--- src/rtl/commit_trace_if.sv ---
// commit_trace_if: valid/ready trace port between the commit monitor and its consumer.
interface commit_trace_if #(parameter int DATA_W = 16);
    logic              trc_valid;
    logic              trc_ready;
    logic [1:0]        trc_type;
    logic [DATA_W-1:0] trc_a;
    logic [DATA_W-1:0] trc_d;
    modport master(output trc_valid, trc_type, trc_a, trc_d, input trc_ready);
    modport slave(input trc_valid, trc_type, trc_a, trc_d, output trc_ready);
endinterface

--- src/rtl/commit_trace_monitor.sv ---
// commit_trace_monitor: retire counters plus a multi-push trace FIFO drained over a valid/ready port.
module commit_trace_monitor #(
    parameter int DATA_W  = 16,
    parameter int REG_W   = 4,
    parameter int DEPTH   = 8,
    parameter int CNT_W   = 32,
    parameter int TIMEOUT = 100000
) (
    input  logic              clk,
    input  logic              rst_n,
    input  logic              en,
    input  logic              wb_regwrite,
    input  logic [REG_W-1:0]  wb_reg,
    input  logic [DATA_W-1:0] wb_data,
    input  logic              mem_read,
    input  logic              mem_write,
    input  logic [DATA_W-1:0] mem_addr,
    input  logic [DATA_W-1:0] mem_wdata,
    input  logic [DATA_W-1:0] mem_rdata,
    input  logic              hlt,
    commit_trace_if.master    trc,
    output logic [CNT_W-1:0]  cycle_count,
    output logic [CNT_W-1:0]  inst_count,
    output logic [CNT_W-1:0]  drop_count,
    output logic              halted,
    output logic              timeout,
    output logic              done
);
    localparam int AW = $clog2(DEPTH);
    typedef enum logic [1:0] {IDLE, RUN, DRAIN, DONE} state_t;
    state_t state, nextState;
    logic [AW:0] wrPtr, rdPtr, used, free;
    logic [AW-1:0] idxReg, idxLoad, idxStore;
    logic [1:0] nEv, off1, off2;
    logic capture, push, drop, pop, hitLimit;
    logic [1:0]        memType [DEPTH];
    logic [DATA_W-1:0] memA [DEPTH];
    logic [DATA_W-1:0] memD [DEPTH];

    function automatic logic [CNT_W-1:0] satAdd(input logic [CNT_W-1:0] x, input logic [1:0] inc);
        logic [CNT_W:0] s;
        s = {1'b0, x} + (CNT_W+1)'(inc);
        return s[CNT_W] ? '1 : s[CNT_W-1:0];
    endfunction

    always_comb begin
        capture   = state == RUN;
        nEv       = 2'(wb_regwrite) + 2'(mem_read) + 2'(mem_write);
        used      = wrPtr - rdPtr;
        // free space is taken before any same-cycle pop, so a full FIFO drops even while draining
        free      = (AW+1)'(DEPTH) - used;
        push      = capture && nEv != 2'd0 && (AW+1)'(nEv) <= free;
        drop      = capture && (AW+1)'(nEv) > free;
        pop       = trc.trc_valid & trc.trc_ready;
        hitLimit  = capture && cycle_count == CNT_W'(TIMEOUT - 1);
        off1      = {1'b0, wb_regwrite};
        off2      = off1 + {1'b0, mem_read};
        idxReg    = wrPtr[AW-1:0];
        idxLoad   = wrPtr[AW-1:0] + AW'(off1);
        idxStore  = wrPtr[AW-1:0] + AW'(off2);
        nextState = (state == IDLE && en) ? RUN :
                    (capture && (hlt || hitLimit)) ? DRAIN :
                    (state == DRAIN && used == '0) ? DONE : state;
    end

    assign trc.trc_valid = used != '0;
    assign trc.trc_type  = memType[rdPtr[AW-1:0]];
    assign trc.trc_a     = memA[rdPtr[AW-1:0]];
    assign trc.trc_d     = memD[rdPtr[AW-1:0]];
    assign done          = state == DONE;

    always_ff @(posedge clk or negedge rst_n) begin
        if (!rst_n) begin
            state       <= IDLE;
            wrPtr       <= '0;
            rdPtr       <= '0;
            cycle_count <= '0;
            inst_count  <= '0;
            drop_count  <= '0;
            halted      <= 1'b0;
            timeout     <= 1'b0;
        end else begin
            state <= nextState;
            if (push) wrPtr <= wrPtr + (AW+1)'(nEv);
            if (pop) rdPtr <= rdPtr + 1'b1;
            if (capture) begin
                cycle_count <= satAdd(cycle_count, 2'd1);
                inst_count  <= satAdd(inst_count, 2'(hlt | wb_regwrite | mem_write));
                if (hlt) halted <= 1'b1;
                if (hitLimit) timeout <= 1'b1;
            end
            if (drop) drop_count <= satAdd(drop_count, nEv);
        end
    end

    always_ff @(posedge clk) begin
        if (push) begin
            if (wb_regwrite) begin
                memType[idxReg] <= 2'd0;
                memA[idxReg]    <= DATA_W'(wb_reg);
                memD[idxReg]    <= wb_data;
            end
            if (mem_read) begin
                memType[idxLoad] <= 2'd1;
                memA[idxLoad]    <= mem_addr;
                memD[idxLoad]    <= mem_rdata;
            end
            if (mem_write) begin
                memType[idxStore] <= 2'd2;
                memA[idxStore]    <= mem_addr;
                memD[idxStore]    <= mem_wdata;
            end
        end
    end
endmodule

--- src/flat_wrapper.sv ---
// flat-port wrapper written by rule: the top's interface ports become plain ports
module commit_trace_monitor_flat 
#(
    parameter int DATA_W  = 16,
    parameter int REG_W   = 4,
    parameter int DEPTH   = 8,
    parameter int CNT_W   = 32,
    parameter int TIMEOUT = 100000
)
  (clk, rst_n, en, wb_regwrite, wb_reg, wb_data, mem_read, mem_write, mem_addr, mem_wdata, mem_rdata, hlt, cycle_count, inst_count, drop_count, halted, timeout, done, trc_trc_valid, trc_trc_type, trc_trc_a, trc_trc_d, trc_trc_ready);
  commit_trace_if #(.DATA_W(DATA_W)) trc_i ();
  input  logic clk;
  input  logic rst_n;
  input  logic en;
  input  logic wb_regwrite;
  input  logic [REG_W-1:0] wb_reg;
  input  logic [DATA_W-1:0] wb_data;
  input  logic mem_read;
  input  logic mem_write;
  input  logic [DATA_W-1:0] mem_addr;
  input  logic [DATA_W-1:0] mem_wdata;
  input  logic [DATA_W-1:0] mem_rdata;
  input  logic hlt;
  output logic [CNT_W-1:0] cycle_count;
  output logic [CNT_W-1:0] inst_count;
  output logic [CNT_W-1:0] drop_count;
  output logic halted;
  output logic timeout;
  output logic done;
  output wire logic [$bits(trc_i.trc_valid)-1:0] trc_trc_valid;
  output wire logic [$bits(trc_i.trc_type)-1:0] trc_trc_type;
  output wire logic [$bits(trc_i.trc_a)-1:0] trc_trc_a;
  output wire logic [$bits(trc_i.trc_d)-1:0] trc_trc_d;
  input wire logic [$bits(trc_i.trc_ready)-1:0] trc_trc_ready;
  assign trc_trc_valid = trc_i.trc_valid;
  assign trc_trc_type = trc_i.trc_type;
  assign trc_trc_a = trc_i.trc_a;
  assign trc_trc_d = trc_i.trc_d;
  assign trc_i.trc_ready = trc_trc_ready;
  commit_trace_monitor #(.DATA_W(DATA_W), .REG_W(REG_W), .DEPTH(DEPTH), .CNT_W(CNT_W), .TIMEOUT(TIMEOUT)) u_core (.clk(clk), .rst_n(rst_n), .en(en), .wb_regwrite(wb_regwrite), .wb_reg(wb_reg), .wb_data(wb_data), .mem_read(mem_read), .mem_write(mem_write), .mem_addr(mem_addr), .mem_wdata(mem_wdata), .mem_rdata(mem_rdata), .hlt(hlt), .trc(trc_i), .cycle_count(cycle_count), .inst_count(inst_count), .drop_count(drop_count), .halted(halted), .timeout(timeout), .done(done));
endmodule
--- config.mk ---
export PLATFORM = sky130hd
export DESIGN_NAME = commit_trace_monitor_flat
export DESIGN_NICKNAME = d
export VERILOG_FILES = /design/src/rtl/commit_trace_if.sv /design/src/rtl/commit_trace_monitor.sv /design/src/flat_wrapper.sv
export SDC_FILE = /design/constraint.sdc
export NUM_CORES = 1
export LEC_CHECK = 0
export CAP_MARGIN = 25
export CORE_UTILIZATION = 52
export DETAILED_ROUTE_END_ITERATION = 8
export MAX_ROUTING_LAYER = met4
export PLACE_DENSITY_LB_ADDON = 0.05
export SYNTH_ARGS = -nofsm -noshare
export SYNTH_HDL_FRONTEND = slang
export SYNTH_SLANG_ARGS = --single-unit
--- constraint.sdc ---
create_clock -name clk -period 5.8 [get_ports clk]
set_input_delay 1.16 -clock clk [delete_from_list [all_inputs] [get_ports clk]]
set_output_delay 1.16 -clock clk [all_outputs]
set_load 0.03 [all_outputs]
==> metrics, run 1 <==
later-pin clock latency in the skew report=approximately 0.57 ns; Fin Setup TNS=0 ns; Via Count=~15000; Final Hold Fails=0; Total GRT Usage=29.08%; synthesized net count=approximately 1800; postcts setup bufs=0; Detailed Routing Iterations Pass 1=5; Post-synth EDFFs=256; CTS Buf Count=43; clock tree sinks=between 300 and 400; GRT met2 Usage=~46%; fin crit share=~84%; maximum buffer depth of the clock tree=3; met1 usage=between 30% and 40%; 1st-iter DRT viols=1356; # IOs=210; worst r2r src=u_core.rdPtr[0]; Total Die Area=around 0.04 sq mm; slew margin rel.=about a third; DP Area=about 0.023 sq mm; total congestion overflow=0; clk_skew=between 0.02 and 0.03 ns; worst setup margin=a little over 0.9 ns; Fillers=approximately 3000; CTS root buffer=clkbuf_16; DIE WIDTH=between 200 and 250 um; post-synthesis cell area=roughly 0.020 sq mm; Die Y=between 200 and 250 um; Cell variety after synth=65; endpoints failing setup=0; flip-flop and latch area=around 0.011 sq mm; Crit. Startpoint=u_core.rdPtr[0]; Worst Max-Slew Pin Slew=around 1.0 ns; placed instance count=2417; worst r2r path cells=14; DP Worst Slack=~0.65 ns; r2r setup slk=between 1 and 1.5 ns; Worst-path clk slew=~0.060 ns; post-route non-filler standard cell count=about 2500; Syn. warnings=0; CP Launch Type=flip-flop; register area share after synthesis=52.46%; Hold Path Class=reg2reg; met3 usage in global routing=under 10%; Final HPWL DP=between 30000 and 40000 um; Worst Setup EP=trc_trc_d[4]; R2R Path End=u_core.memD[6][6]; layout cells sized above 1=a little under a fifth; gr busiest metal=met2; Antenna Nets Post-Route=0; prevailing post-synth register cell=edfxtp_1; area delta synth->final=20.79%; IO Port Bufs=209; fin crit period=4.893 ns; antenna violations before repair=1; number of nets in the layout=2044; peak supply drop=around 0.29 mV; Worst Setup End Kind=output pin; critical path class=reg2out; Worst Path Arrival=approximately 3.7 ns; drt wl/cell=about 22 um; residual DRC count=0; leakage power=about 9.4 nW; CTS resizes=0; Via-to-Cell Ratio=between 6 and 7; ys async rst share=approximately 28%; RSZ-0062 raised after global routing=false; hold buffers post-CTS=0; CTS H-tree depth=2; Data required, critical path=4.64 ns; fin. max-slew vios=0; largest net degree at the start of global routing=60; hold slack=about 0.46 ns; CTS tree=built; GP Congestion=roughly 0.90; area of the multi-input gates=a little over 0.009 sq mm; max cap viols=0; Power Density=roughly 330 mW/mm^2; Finished Cell Area=between 0.02 and 0.025 sq mm; WL final=between 50000 and 60000 um; flops & latches, synth=380; syn_area_per_cell=between 10 and 15 sq um; Fmax=between 200 and 250 MHz; initial core utilization=about 53%; number of core rows=72; CORE AREA=between 0.03 and 0.04 sq mm; Mapped Cells=~1700; first-pass GRT wire length=between 80000 and 90000 um; status=finished, final reports clean; vias in the first global route=15110; CP Max Fanout=45
==> cell usage in the layout (no fill, tap or decap), types with 45 or more instances in the layout <==
| cell type | netlist | final |
|---|---|---|
| nand2_1 | 300 | 300 |
| edfxtp_1 | 256 | 256 |
| clkdlybuf4s50_1 | 0 | 208 |
| mux2_2 | 166 | 166 |
| dfrtp_1 | 108 | 105 |
| and2_1 | 100 | 100 |
| nor2_1 | 98 | 98 |
| mux4_2 | 68 | 68 |
| a21oi_1 | 58 | 57 |
| nand3_1 | 46 | 46 |
| clkbuf_16 | 0 | 45 |
==> worst min path at each step <==
| stage | endpoint | start | cells after the start | slack, ns |
|---|---|---|---|---|
| final | u_core.memType[4][1] | u_core.memType[4][1] | 2 | 0.46 |
| after floorplan | u_core.memType[4][1] | u_core.memType[4][1] | 2 | 0.43 |
| after global placement | u_core.memType[4][0] | u_core.memType[4][0] | 2 | 0.46 |
| after global routing | u_core.memType[4][1] | u_core.memType[4][1] | 2 | 0.50 |
| after detailed placement | u_core.memType[4][1] | u_core.memType[4][1] | 2 | 0.45 |
| after CTS | u_core.memType[4][1] | u_core.memType[4][1] | 2 | 0.46 |
==> where the power goes <==
part | internal, mW | switching, mW
sequential | 2.91 | 0.0948
clock | 1.61 | 1.10
combinational | 0.958 | 1.37
total | 5.48 | 2.56
==> kinds of logic (layout without fill, tap and decap cells) <==
family,Yosys count,count (layout),share of synthesized area (%)
other cells,0,1,0
xor+xnor,69,69,3.101
compound gates,199,199,6.264
buf+inv,117,356,2.286
simple gates,681,681,15.81
flops,380,380,52.46
mux,271,271,18.48
fa+ha+maj,23,23,1.594
==> state kept, by name, summed over array words and instances (netlist names) <==
name	flops
u_core.cycle_count	32
u_core.drop_count	32
u_core.halted	1
u_core.inst_count	32
u_core.memA	128
u_core.memD	128
u_core.memType	16
u_core.rdPtr	4
u_core.state	2
u_core.timeout	1
u_core.wrPtr	4
==> worst max-delay path: stages, from the launching register on <==
cell and delay [ns]:
dfrtp_4 0.81, buf_4 0.85, mux4_2 0.59, nand2_1 0.10
nand2_1 0.14, clkdlybuf4s50_1 0.63
==> layer usage <==
| metal | vias up | routed length, um |
|---|---|---|
| met5 | - | 0 |
| met4 | 0 | 1716 |
| met3 | 124 | 3843 |
| met2 | 588 | 26490 |
| met1 | 7499 | 23990 |
| li1 | 6821 | - |
==> per-stage QoR <==
step                      power [mW]  util (%)
final                          8.040     63.80
after detailed placement       5.386     60.16
after global placement         5.369     60.16
after CTS                      8.103     63.78
after floorplan                4.574         -
after global routing           8.356     63.80
==> final cells by class <==
class / count / share of cell area, %
flip-flops and latches: 380 / 43.47
inverters: 22 / 0.3349
diodes: 1 / 0.01015
multi-input cells: 1243 / 37.80
clock buffers: 66 / 5.211
well taps: 518 / 2.628
clock inverters: 13 / 0.4668
repair buffers: 255 / 10.08
==> synth_stat cells (26+ instances only) <==
cell | number | area share (%)
nand2_1 | 300 | 5.5
dfrtp_1 | 108 | 13
mux2i_1 | 35 | 1.7
edfxtp_1 | 256 | 38
nand3_1 | 46 | 1.1
mux2_2 | 166 | 9.2
nor2_1 | 98 | 1.8
a21oi_1 | 58 | 1.4
a31oi_1 | 44 | 1.3
xnor2_1 | 42 | 1.8
and2_1 | 100 | 3.1
mux4_2 | 68 | 7.5
o21ai_0 | 26 | 0.64
clkbuf_1 | 65 | 1.2
Note: power is estimated with default switching activity, not from simulation.
==> run 2: changes to the inputs <==
==> constraint.sdc (replaced) <==
create_clock -name clk -period 4.05 [get_ports clk]
set_input_delay 0.81 -clock clk [delete_from_list [all_inputs] [get_ports clk]]
set_output_delay 0.81 -clock clk [all_outputs]
set_load 0.03 [all_outputs]
==> metrics, run 2 (synthesis results as in run 1) <==
Antenna Nets Post-Route=0 (unchanged); fin crit share=about 97%; Total Die Area=0.04006 sq mm (unchanged); max cap viols=0 (unchanged); CP Max Fanout=4 (-91%); Final Hold Fails=0 (unchanged); clock tree sinks=380 (unchanged); peak supply drop=0.3952 mV (+38%); total congestion overflow=0 (unchanged); maximum buffer depth of the clock tree=3 (unchanged); biggest regs=u_core.memA (128), u_core.memD (128); Worst-path clk slew=0.05 ns (about the same); CTS root buffer=clkbuf_16; residual DRC count=0 (unchanged); RSZ-0062 raised after global routing=false; 1st-iter DRT viols=1126 (-17%); worst r2r src=u_core.wrPtr[0]; Worst Max-Slew Pin Slew=0.9324 ns (-0.06594 ns); DIE WIDTH=200.1 um (unchanged); largest net degree at the start of global routing=72 (+20%); fin crit period=3.930 ns; Fin Setup TNS=0 ns (unchanged); number of nets in the layout=2102 (+2.8%); hold slack=0.3254 ns (-0.1317 ns); area of the multi-input gates=0.009374 sq mm (+0.56%); number of core rows=72 (unchanged); Via Count=15070 (+0.25%); IO Port Bufs=209 (unchanged); slew margin rel.=37.69% (+4.2 points); first-pass GRT wire length=87320 um (+0.21%); CP Launch Type=flip-flop; Final HPWL DP=35420 um (+2.8%); Power Density=462.2 mW/mm^2 (+42%); most common cell after layout, fill and taps aside=nand2_1; Total GRT Usage=28.90% (-0.18 points); flip-flop and latch area=0.01072 sq mm (unchanged); layout cells sized above 1=22.15% (+3.5 points); CORE AREA=0.03865 sq mm (unchanged); Hold Path Class=in2async; Detailed Routing Iterations Pass 1=5 (unchanged); initial core utilization=52.82% (unchanged); endpoints failing setup=0 (unchanged); # IOs=210 (unchanged); r2r setup slk=0.35 ns (-0.76 ns); antenna violations before repair=1 (unchanged); Die Y=200.1 um (unchanged); area delta synth->final=24.89%; hold buffers post-CTS=0 (unchanged); most frequent cells in the layout=nand2_1 (300), edfxtp_1 (256), clkdlybuf4s50_1 (199); total power=11.79 mW (+47%); R2R Path End=u_core.drop_count[27]; worst r2r path cells=17 (+3); Worst Setup End Kind=output pin; vias in the first global route=15150 (+0.24%); Fmax=roughly 250 MHz; CTS Buf Count=43 (unchanged); Fillers=2906 (-2.6%); Via-to-Cell Ratio=5.898 (-2.0%); clk_skew=0.02796 ns (+0.0006343 ns); status=finished, final reports clean; drt wl/cell=21.66 um (-3.5%); fin. max-slew vios=0 (unchanged); later-pin clock latency in the skew report=0.58 ns (about the same); Data required, critical path=3.24 ns (-1.40 ns); CTS tree=built; leakage power=9.872 nW (+4.6%); CTS H-tree depth=2 (unchanged); Worst Path Arrival=3.12 ns (-0.61 ns); critical path class=reg2out; WL final=55340 um (-1.2%); GP Congestion=0.9160 (+2.2%)
[run 2: cell types whose count changed in the layout (fill, tap and decap cells not counted), sizes merged]
cell | previous run | this run
buf | 47 | 114
bufinv | 2 | 3
clkbuf | 66 | 60
clkdlybuf4s50 | 208 | 199
clkinv | 12 | 14
clkinvlp | 0 | 1
inv | 21 | 22
[run 2: worst max-delay path by stage]
stage / start / end / slack [ns] / cells past startpoint
finish: u_core.rdPtr[0] / trc_trc_valid / 0.12 / 8
global route: u_core.rdPtr[0] / trc_trc_valid / 0.004 / 8
CTS: u_core.rdPtr[0] / trc_trc_valid / 0.10 / 8
detailed placement: wb_regwrite / u_core.memA[3][2] / -0.02 / 12
global placement: wb_regwrite / u_core.memD[7][0] / 0.02 / 9
floorplan: u_core.rdPtr[1] / u_core.memA[0][0] / -0.005 / 17
[run 2: repair_timing]
item	4_1_cts	5_1_grt
resized for setup	1	1
setup buffers	0	0
endpoints found under the setup margin	19	1
[run 2: layout make-up]
type,count,area share (%)
Sequential cell,380,42.04
Inverter,22,0.3239
Antenna cell,1,0.009815
Clock inverter,18,0.7067
Tap cell,518,2.542
Multi-Input combinational cell,1243,36.77
Timing Repair Buffer,313,12.66
Clock buffer,60,4.952
[run 2: critical path, stage by stage, from the launching register on]
cell,delay [ns]
dfrtp_4,0.50
ha_1,0.22
inv_1,0.07
fa_1,0.42
inv_1,0.07
ha_1,0.23
nand2_1,0.13
or2_2,0.30
clkdlybuf4s50_1,0.62
[run 2: power by group]
| part | switching (mW) | internal (mW) |
|---|---|---|
| clock network | 1.60 | 2.37 |
| registers | 0.0255 | 4.17 |
| logic | 2.14 | 1.48 |
| total | 3.76 | 8.02 |
[run 2: routing by layer]
layer | wire (um) | share of wire, % | track usage [%]
met5 | 0 | 0 | -
met4 | 1275 | 2.3 | 8.709
met3 | 3172 | 5.7 | 3.661
met2 | 26440 | 48 | 45.77
met1 | 24450 | 44 | 39.10
[run 2: per-stage QoR]
| step | utilization, % | instance area, sq um | setup WS, ns | std cells |
|---|---|---|---|---|
| 2_1_floorplan | - | 20570 | -0.004839 | 1740 |
| 6_report | 65.97 | 25500 | 0.1203 | 2555 |
| 4_1_cts | 65.96 | 25490 | 0.1043 | 2554 |
| 5_1_grt | 65.97 | 25500 | 0.004344 | 2555 |
| 3_3_place_gp | 62.22 | 24040 | 0.02088 | 2476 |
| 3_5_place_dp | 62.22 | 24040 | -0.01720 | 2476 |
==> run 3: changes to the inputs <==
--- a/config.mk
+++ b/config.mk
@@ -5,8 +5,9 @@
 export SDC_FILE = /design/constraint.sdc
 export NUM_CORES = 1
 export LEC_CHECK = 0
+export ABC_AREA = 1
 export CAP_MARGIN = 25
-export CORE_UTILIZATION = 52
+export CORE_UTILIZATION = 53
 export DETAILED_ROUTE_END_ITERATION = 8
 export MAX_ROUTING_LAYER = met4
 export PLACE_DENSITY_LB_ADDON = 0.05
==> metrics, run 3 <==
IO Port Bufs=209 (unchanged); worst setup margin=0.06411 ns (-0.05621 ns); leakage power=11.24 nW (+14%); R2R Path End=u_core.memD[5][8]; largest net degree at the start of global routing=71 (-1.4%); r2r setup slk=0.29 ns (-0.06 ns); number of core rows=73 (+1.4%); clock tree sinks=380 (unchanged); Final HPWL DP=45880 um (+30%); post-synthesis cell area=0.02180 sq mm (+6.8%); critical path class=reg2out; Data required, critical path=3.24 ns (about the same); Final Hold Fails=0 (unchanged); ys async rst share=28.42% (unchanged); Cell variety after synth=42 (-35%); cell type contributing the most total cell area after synthesis=edfxtp_1; Antenna Nets Post-Route=0 (unchanged); drt wl/cell=19.90 um (-8.1%); top-count cell post-synth=nand2_1; Power Density=471.1 mW/mm^2 (+1.9%); 1st-iter DRT viols=2093 (+86%); Total Die Area=0.04196 sq mm (+4.7%); Worst Path Arrival=3.18 ns (+0.06 ns); Total GRT Usage=34.97% (+6.1 points); Commonest cells post-synth=nand2_1 (873), nor2_1 (453), edfxtp_1 (256); CTS Buf Count=43 (unchanged); CORE AREA=0.04019 sq mm (+4.0%); flops & latches, synth=380 (unchanged); first-pass GRT wire length=109700 um (+26%); fin crit share=98.42% (+1.4 points); Die Y=204.8 um (+2.3%); Worst Max-Slew Pin Slew=0.7605 ns (-0.1719 ns); WL final=71000 um (+28%); worst r2r path cells=18 (+1); top post-synthesis cells by area=edfxtp_1 (35%), nand2_1 (15%), dfrtp_1 (12%); number of nets in the layout=3106 (+48%); vias in the first global route=19930 (+32%); endpoints failing setup=0 (unchanged); initial core utilization=54.26% (+1.4 points); area of the multi-input gates=0.009671 sq mm (+3.2%); max cap viols=0 (unchanged); CP Max Fanout=70 (+66); Mapped Cells=2806 (+61%); prevailing post-synth register cell=edfxtp_1; Hold Path Class=in2async; top cell type's share of synthesized area=35.26% (-2.4 points); syn_area_per_cell=7.771 sq um (-34%); CP Launch Type=flip-flop; register area share after synthesis=49.12% (-3.3 points); antenna violations before repair=0 (-1); DP Worst Slack=0.03204 ns (+0.04925 ns); Fin Setup TNS=0 ns (unchanged); Via Count=20570 (+37%); fin. max-slew vios=0 (unchanged); Fillers=3506 (+21%); CTS root buffer=clkbuf_16; flip-flop and latch area=0.01072 sq mm (about the same); status=finished, final reports clean; Via-to-Cell Ratio=5.767 (-2.2%); Detailed Routing Iterations Pass 1=6 (+1); Crit. Startpoint=u_core.rdPtr[0]; later-pin clock latency in the skew report=0.58 ns (about the same); # IOs=210 (unchanged); maximum buffer depth of the clock tree=3 (unchanged); peak supply drop=0.3358 mV (-15%); fin crit period=3.986 ns (+0.05621 ns); Worst-path clk slew=0.06 ns (about the same); Post-synth EDFFs=256 (unchanged); synthesized net count=2905 (+58%); CTS H-tree depth=2 (unchanged); layout cells sized above 1=8.350% (-14 points); worst r2r src=u_core.wrPtr[0]; Worst Setup EP=trc_trc_type[1]; Fmax=250.9 MHz (-1.4%); total congestion overflow=0 (unchanged); hold buffers post-CTS=0 (unchanged); CTS tree=built; GP Congestion=0.9448 (+3.1%); Syn. warnings=0 (unchanged); most common cell after layout, fill and taps aside=nand2_1; DIE WIDTH=204.8 um (+2.3%); RSZ-0062 raised after global routing=false; residual DRC count=0 (unchanged); clk_skew=0.01560 ns (-0.01235 ns); Worst Setup End Kind=output pin; antenna cell count=0 (-1); slew margin rel.=49.17% (+11 points); total power=12.38 mW (+5.1%); area delta synth->final=20.54%; most frequent cells in the layout=nand2_1 (865), nor2_1 (453), edfxtp_1 (256); biggest regs=u_core.memA (128), u_core.memD (128)
run 3: cell families after synthesis:
logic type	synth area share, %
DFF	49.12
adders and majority gates	1.492
xor gates and xnor gates	2.571
and+or+nand+nor	33.05
AOI/OAI and AO/OA	7.115
buffers and inverters	6.656
run 3: power breakdown:
group	leakage, nW	switching (mW)	internal, mW
combinational	6.81	2.90	1.42
sequential	3.79	0.0548	4.17
clock	0.645	1.63	2.20
total	11.2	4.59	7.79
run 3: worst min path at each step:
stage	slack (ns)	start	endpoint	cells past startpoint
CTS	0.30	rst_n	u_core.drop_count[29]	1
finish	0.29	rst_n	u_core.drop_count[19]	1
floorplan	0.44	u_core.memType[1][0]	u_core.memType[1][0]	2
global placement	0.45	u_core.timeout	u_core.timeout	2
global route	0.34	rst_n	u_core.drop_count[2]	1
detailed placement	0.45	u_core.memType[6][0]	u_core.memType[6][0]	2
run 3: routing by layer:
metal | GRT usage, % | share of wire (%)
met1 | 43.85 | 39
met2 | 55.43 | 47
met3 | 6.236 | 9.8
met4 | 15.25 | 3.8
met5 | - | 0
run 3: area by class of cell:
class	instances	share of cell area, %
Sequential cell	380	40.77
Clock buffer	58	4.389
Multi-Input combinational cell	2092	36.79
Tap cell	525	2.499
Inverter	178	2.547
Timing Repair Buffer	312	12.22
Clock inverter	22	0.7759
run 3: metrics by stage:
step / utilization [%] / hold WS, ns / cells / instance area [sq um]
finish: 65.40 / 0.2860 / 3567 / 26280
global route: 65.40 / 0.3413 / 3567 / 26280
CTS: 65.26 / 0.2974 / 3565 / 26230
detailed placement: 61.78 / 0.4522 / 3484 / 24830
global placement: 61.78 / 0.4477 / 3484 / 24830
floorplan: - / 0.4367 / 2806 / 21820
run 3: what timing repair did:
action,in CTS,in global routing
buffers inserted,0,2
endpoints found under the setup margin,15,448
gates resized for setup,1,15
pin swaps,0,2
gates cloned,1,0
run 3: worst max-delay path, stage by stage (launching register included):
cell and delay [ns]:
dfrtp_4 0.53, buf_16 0.25, clkinv_2 0.18, buf_12 0.29
o21ai_0 0.18, a31oi_1 0.37, clkdlybuf4s50_1 0.75
